File: config.mk
export PLATFORM = sky130hd
export DESIGN_NAME = wb_arbiter_rr
export DESIGN_NICKNAME = d
export VERILOG_FILES = /design/src/rtl/wb_arb_pkg.sv /design/src/rtl/wb_rr_pick.sv /design/src/rtl/wb_arbiter_rr.sv
export SDC_FILE = /design/constraint.sdc
export NUM_CORES = 1
export LEC_CHECK = 0
export BUFFER_PORTS_ARGS = -buffer_cell sky130_fd_sc_hd__buf_2
export CAP_MARGIN = 10
export CORE_AREA = 2 2 141 143
export CTS_BUF_LIST = sky130_fd_sc_hd__clkbuf_2 sky130_fd_sc_hd__clkbuf_4 sky130_fd_sc_hd__clkbuf_8
export CTS_CLUSTER_SIZE = 20
export DETAILED_ROUTE_END_ITERATION = 16
export DIE_AREA = 0 0 143 145
export HOLD_SLACK_MARGIN = 0.1
export PLACE_DENSITY_LB_ADDON = 0.15
export SYNTH_ARGS = -nofsm -noshare
export SYNTH_HDL_FRONTEND = slang
export SYNTH_SLANG_ARGS = --single-unit
File: constraint.sdc
create_clock -name clk -period 5.4 [get_ports clk]
set_input_delay 0.54 -clock clk [delete_from_list [all_inputs] [get_ports clk]]
set_output_delay 0.54 -clock clk [all_outputs]
set_load 0.03 [all_outputs]
File: src/rtl/wb_arb_pkg.sv
// Shared definitions for the round-robin Wishbone arbiter: FSM state encoding
// and the watchdog counter width helper.
package wb_arb_pkg;

   typedef enum logic [1:0] {
      ST_IDLE    = 2'd0,
      ST_BUSY    = 2'd1,
      ST_RECOVER = 2'd2
   } arb_state_t;

   // Counter must hold values up to TMO; a disabled watchdog still needs one bit.
   function automatic int cnt_width(input int tmo);
      return (tmo < 1) ? 1 : $clog2(tmo + 1);
   endfunction

endpackage

File: src/rtl/wb_rr_pick.sv
// Combinational round-robin picker: first eligible requester after the last
// grant, wrapping modulo N, skipping anything in the exclude mask.
module wb_rr_pick #(
   parameter int N = 3
) (
   input  logic [N-1:0] req_i,
   input  logic [N-1:0] last_i,
   input  logic [N-1:0] excl_i,
   output logic [N-1:0] gnt_o
);
   localparam int IW = (N > 1) ? $clog2(N) : 1;

   logic found;

   always_comb begin
      gnt_o = '0;
      found = 1'b0;
      for (int l = 0; l < N; l++) begin
         if (last_i[l]) begin
            for (int k = 1; k <= N; k++) begin
               if (!found && req_i[IW'((l + k) % N)] && !excl_i[IW'((l + k) % N)]) begin
                  gnt_o[IW'((l + k) % N)] = 1'b1;
                  found = 1'b1;
               end
            end
         end
      end
   end

endmodule

File: src/rtl/wb_arbiter_rr.sv
// Round-robin arbiter sharing one registered Wishbone master among N requesters,
// with a watchdog that aborts a hung transfer and answers it with an error strobe.
module wb_arbiter_rr
   import wb_arb_pkg::*;
#(
   parameter int N   = 3,
   parameter int DW  = 32,
   parameter int AW  = 16,
   parameter int MW  = DW / 8,
   parameter int TMO = 255
) (
   input  logic            clk,
   input  logic            rst_n,
   input  logic [N*AW-1:0] s_addr,
   input  logic [N*DW-1:0] s_wdata,
   input  logic [N*MW-1:0] s_wmsk,
   input  logic [N-1:0]    s_we,
   input  logic [N-1:0]    s_cyc,
   output logic [N*DW-1:0] s_rdata,
   output logic [N-1:0]    s_ack,
   output logic [N-1:0]    s_err,
   output logic [AW-1:0]   m_addr,
   output logic [DW-1:0]   m_wdata,
   output logic [MW-1:0]   m_wmsk,
   output logic            m_we,
   output logic            m_cyc,
   input  logic [DW-1:0]   m_rdata,
   input  logic            m_ack,
   output logic [N-1:0]    grant,
   output logic            tmo_evt
);
   localparam int            BW       = AW + DW + MW + 1;
   localparam int            CW       = cnt_width(TMO);
   localparam logic [CW-1:0] TMO_LAST = CW'((TMO > 0) ? TMO - 1 : 0);
   localparam logic [N-1:0]  LAST_RST = {1'b1, {(N-1){1'b0}}};

   arb_state_t    state_q, state_d;
   logic [N-1:0]  grant_q, grant_d;
   logic [N-1:0]  last_q, last_d;
   logic [N-1:0]  pick;
   logic [CW-1:0] cnt_q, cnt_d;
   logic [BW-1:0] bus_q, bus_d;
   logic [BW-1:0] sel_acc [N+1];
   logic          tmo_hit;

   // The owner is excluded so a requester still holding s_cyc after its ack
   // cannot be re-granted back-to-back while others wait.
   wb_rr_pick #(.N(N)) u_pick (
      .req_i  (s_cyc),
      .last_i (last_q),
      .excl_i (grant_q),
      .gnt_o  (pick)
   );

   assign sel_acc[0] = '0;
   for (genvar gi = 0; gi < N; gi++) begin : g_port
      assign sel_acc[gi+1] = sel_acc[gi] |
         (pick[gi] ? {s_addr[gi*AW +: AW], s_wdata[gi*DW +: DW], s_wmsk[gi*MW +: MW], s_we[gi]} : '0);
      assign s_rdata[gi*DW +: DW] = grant_q[gi] ? m_rdata : '0;
   end

   // An ack in the final watchdog cycle takes precedence over the abort.
   assign tmo_hit = (TMO > 0) && (state_q == ST_BUSY) && !m_ack && (cnt_q == TMO_LAST);

   always_comb begin
      state_d = state_q;
      grant_d = grant_q;
      last_d  = last_q;
      cnt_d   = cnt_q;
      bus_d   = bus_q;
      case (state_q)
         ST_IDLE: begin
            if (|pick) begin
               grant_d = pick;
               last_d  = pick;
               cnt_d   = '0;
               bus_d   = sel_acc[N];
               state_d = ST_BUSY;
            end
         end
         ST_BUSY: begin
            if (m_ack) begin
               if (|pick) begin
                  grant_d = pick;
                  last_d  = pick;
                  cnt_d   = '0;
                  bus_d   = sel_acc[N];
               end else begin
                  grant_d = '0;
                  state_d = ST_IDLE;
               end
            end else if (tmo_hit) begin
               grant_d = '0;
               state_d = ST_RECOVER;
            end else if (TMO > 0) begin
               cnt_d = cnt_q + CW'(1);
            end
         end
         ST_RECOVER: state_d = ST_IDLE;
         default:    state_d = ST_IDLE;
      endcase
   end

   always_ff @(posedge clk or negedge rst_n) begin
      if (!rst_n) begin
         state_q <= ST_IDLE;
         grant_q <= '0;
         last_q  <= LAST_RST;
         cnt_q   <= '0;
         bus_q   <= '0;
      end else begin
         state_q <= state_d;
         grant_q <= grant_d;
         last_q  <= last_d;
         cnt_q   <= cnt_d;
         bus_q   <= bus_d;
      end
   end

   assign m_cyc   = (state_q == ST_BUSY);
   assign grant   = grant_q;
   assign s_ack   = grant_q & {N{m_ack}};
   assign s_err   = grant_q & {N{tmo_hit}};
   assign tmo_evt = tmo_hit;
   assign {m_addr, m_wdata, m_wmsk, m_we} = bus_q;

endmodule
==> impl_metrics.tcl <==
set metrics [dict create \
    track_usage_pct 12.2 \
    setup_viol 0 \
    period_minus_slack_ps 2650 \
    cts_root_buf "clkbuf_8" \
    die_height_um 145 \
    clk_path_buf_depth 2 \
    clk_pin_slew_ps 90 \
    worstPathArrival_ps 2110 \
    syn_inst 368 \
    r2r-end "bus_q[44]" \
    antenna_found_initial 0 \
    htreeDepth 3 \
    dieArea_um2 20700 \
    cts_sinks 68 \
    viasPerCell 4.13 \
    wirelength_um 13100 \
    ys_seq_area_share_pct 43.8 \
    die_w_um 143 \
    drv_cap 0 \
    numPortBuffers 267 \
    dr.pass1.iters 4 \
    crit_type "reg2out" \
    finalClockSkew_ps 16.4 \
    num_antenna_cells 0 \
    synthDistinctLibCells 41 \
    crit_chain "nor2b_1, and2_0, and3_1, and2_1, buf_2" \
    globalplace.congestion 0.739 \
    synth_area_um2 3880 \
    syn_area_per_cell_um2 10.6 \
    power_leakage_nw 2.89 \
    rsz0062_at_grt "no" \
    cts_buffers 9 \
    area_growth_pct 41.0 \
    cp-endpoint "s_err[0]" \
    grt_overflow 0 \
    post-route-period-util_pct 49.0 \
    cts_tree "done" \
    slowest_delay_ps 390 \
    ant_nets 0 \
    p_per_area_nw_per_um2 586 \
    r2r_start "grant[1]" \
    hpwl_um 9760 \
    rr_worst_depth 4 \
    drc_errors 0 \
    routedWlPerCell_um 14.7 \
    relSlewSlack_pct 37.9 \
    grt_first_pass_wirelength_um 19500 \
    via_count 3691 \
    max-vdd-ir-drop_v 0.000208 \
    nets 823 \
    drtIter0Drc 127 \
    cts_setup_buffers 0 \
    holdCritPathClass "in2async" \
    worst_setup_path_end_kind "output pin" \
    max_slew.worst_pin.slew_ps 931 \
    ys_ff_latch 68 \
    clk_latency_ps 360 \
    layout-drive-gt1-share_pct 46.6 \
    fin_util_pct 28.5 \
    whs_ps 295 \
    max_freq_mhz 378 \
    finalSetupTns_ps 0 \
    finalHoldViolations 0 \
    cts_hold_buf 0 \
    cpMaxStageDelayCell "dfrtp_1" \
    crit_required_ps 4860 \
    rows 51 \
    nFillCells 2059 \
    initial_utilization_pct 20.2 \
    ios 357 \
    cts_resized 0 \
    regToRegSetupSlack_ps 2760 \
    yosys_warnings 0 \
    cp_max_fo 6 \
    startpoint "state_q[0]" \
    cp-start-kind "flip-flop" \
    grt_pass1_vias 3629 \
    core-area_um2 19200 \
    status "complete, no violations" \
    finalMaxSlewViolations 0 \
    grt_max_degree 69 \
]
## sequential cells by signal, summed over array words and instances (netlist names)
signal / cells
bus_q: 53
cnt_q: 8
last_q: 3
grant: 2
state_q: 2
## metrics by stage
| stage | cell area [µm²] | worst slack [ps] | power [mW] | instances |
|---|---|---|---|---|
| 2_1_floorplan | 4010 | 3030 | 2.30 | 402 |
| 3_3_place_gp | 5280 | 2770 | 2.81 | 878 |
| 3_5_place_dp | 5280 | 2640 | 2.83 | 878 |
| 4_1_cts | 5480 | 2610 | 3.28 | 894 |
| 5_1_grt | 5480 | 2500 | 3.44 | 894 |
| 6_report | 5480 | 2750 | 3.21 | 894 |
## layer usage
layer  wire length [µm]  global-route usage (%)
met2               6550                    22.1
met4                175                    4.16
met3               1050                    2.74
met5                  0                       0
met1               5340                    13.8
## layout make-up
class / count / area, µm² / share of cell area, %
Multi-Input combinational cell: 268 / 1860 / 34.0
Clock buffer: 10 / 131 / 2.40
Tap cell: 265 / 332 / 6.05
Timing Repair Buffer: 269 / 1350 / 24.7
Clock inverter: 6 / 65.1 / 1.19
Sequential cell: 68 / 1700 / 31.1
Inverter: 8 / 30.0 / 0.548
## how the worst min path moves through the flow
stage	end	slack, ps	cells past startpoint
final	bus_q[26]	290	1
after global placement	last_q[2]	500	1
after detailed placement	last_q[2]	500	1
after floorplan	bus_q[0]	240	0
after CTS	bus_q[26]	330	1
after global routing	bus_q[26]	370	1
## logic make-up after synthesis
logic type      count (synthesis)  share of synthesized area [%]
simple gates                  151                           24.2
compound gates                 80                           19.7
flops                          68                           43.8
buf+inv                        66                           11.5
fa+ha+maj                       2                          0.644
other cells                     1                         0.0966
## Yosys cell counts
cell type  number  share of area, %
a21oi_1         3              0.39
buf_6           8               2.3
a21o_1          3              0.58
a311oi_4        1              0.68
dfstp_2         1              0.68
o211ai_1        1              0.19
nor2b_1         2              0.32
and2_0         50               8.1
o21bai_1        2              0.39
clkbuf_1        9              0.87
and2_1         73                12
nand2b_4        2              0.71
o2bb2ai_1       1              0.23
a31oi_1         4              0.64
o21ai_0         2              0.26
dfrtp_1        67                43
o22ai_1         1              0.16
ha_1            2              0.64
a211oi_1        1              0.19
a2111oi_4       1              0.71
a2111o_1        1              0.29
conb_1          1             0.097
nand3_1         4              0.52
a2111oi_0       1              0.23
buf_2           6              0.77
nand4_1         1              0.16
inv_1           8              0.77
buf_4          35               6.8
o21ai_2         1              0.23
or3b_2          1              0.23
o211a_1         1              0.26
nor3_1          3              0.39
a211o_1         1              0.23
a221o_1        53                14
and4_1          2              0.45
or3_1           2              0.32
and3_1          3              0.48
nor2_1          4              0.39
nand2_1         4              0.39
a41oi_1         1              0.23
a22o_1          1              0.23
## critical path: cells and delay by family, from the launching register on
kind	cells	cell delay, ps
simple gates	4	1170
flops	1	390
buf+inv	1	190
## where the power goes
part	switching [mW]	internal [mW]
combinational	1.22	0.656
clock	0.210	0.219
sequential	0.172	0.736
total	1.60	1.61
## placed cells by master (no fill, tap or decap), types with 2 or more instances in the layout
cell type	instances
buf_2	266
and2_1	73
dfrtp_1	67
a221o_1	53
and2_0	50
conb_1	35
clkbuf_8	9
inv_1	8
nor2_1	4
nand2_1	4
nand3_1	4
a31oi_1	4
and3_1	3
a21oi_1	3
nor3_1	3
a21o_1	3
buf_4	3
nor2b_1	2
and4_1	2
nand2b_4	2
o21ai_0	2
or3_1	2
o21bai_1	2
ha_1	2
clkinv_4	2
clkinv_2	2
No activity file was read; power rests on OpenSTA's default activity.
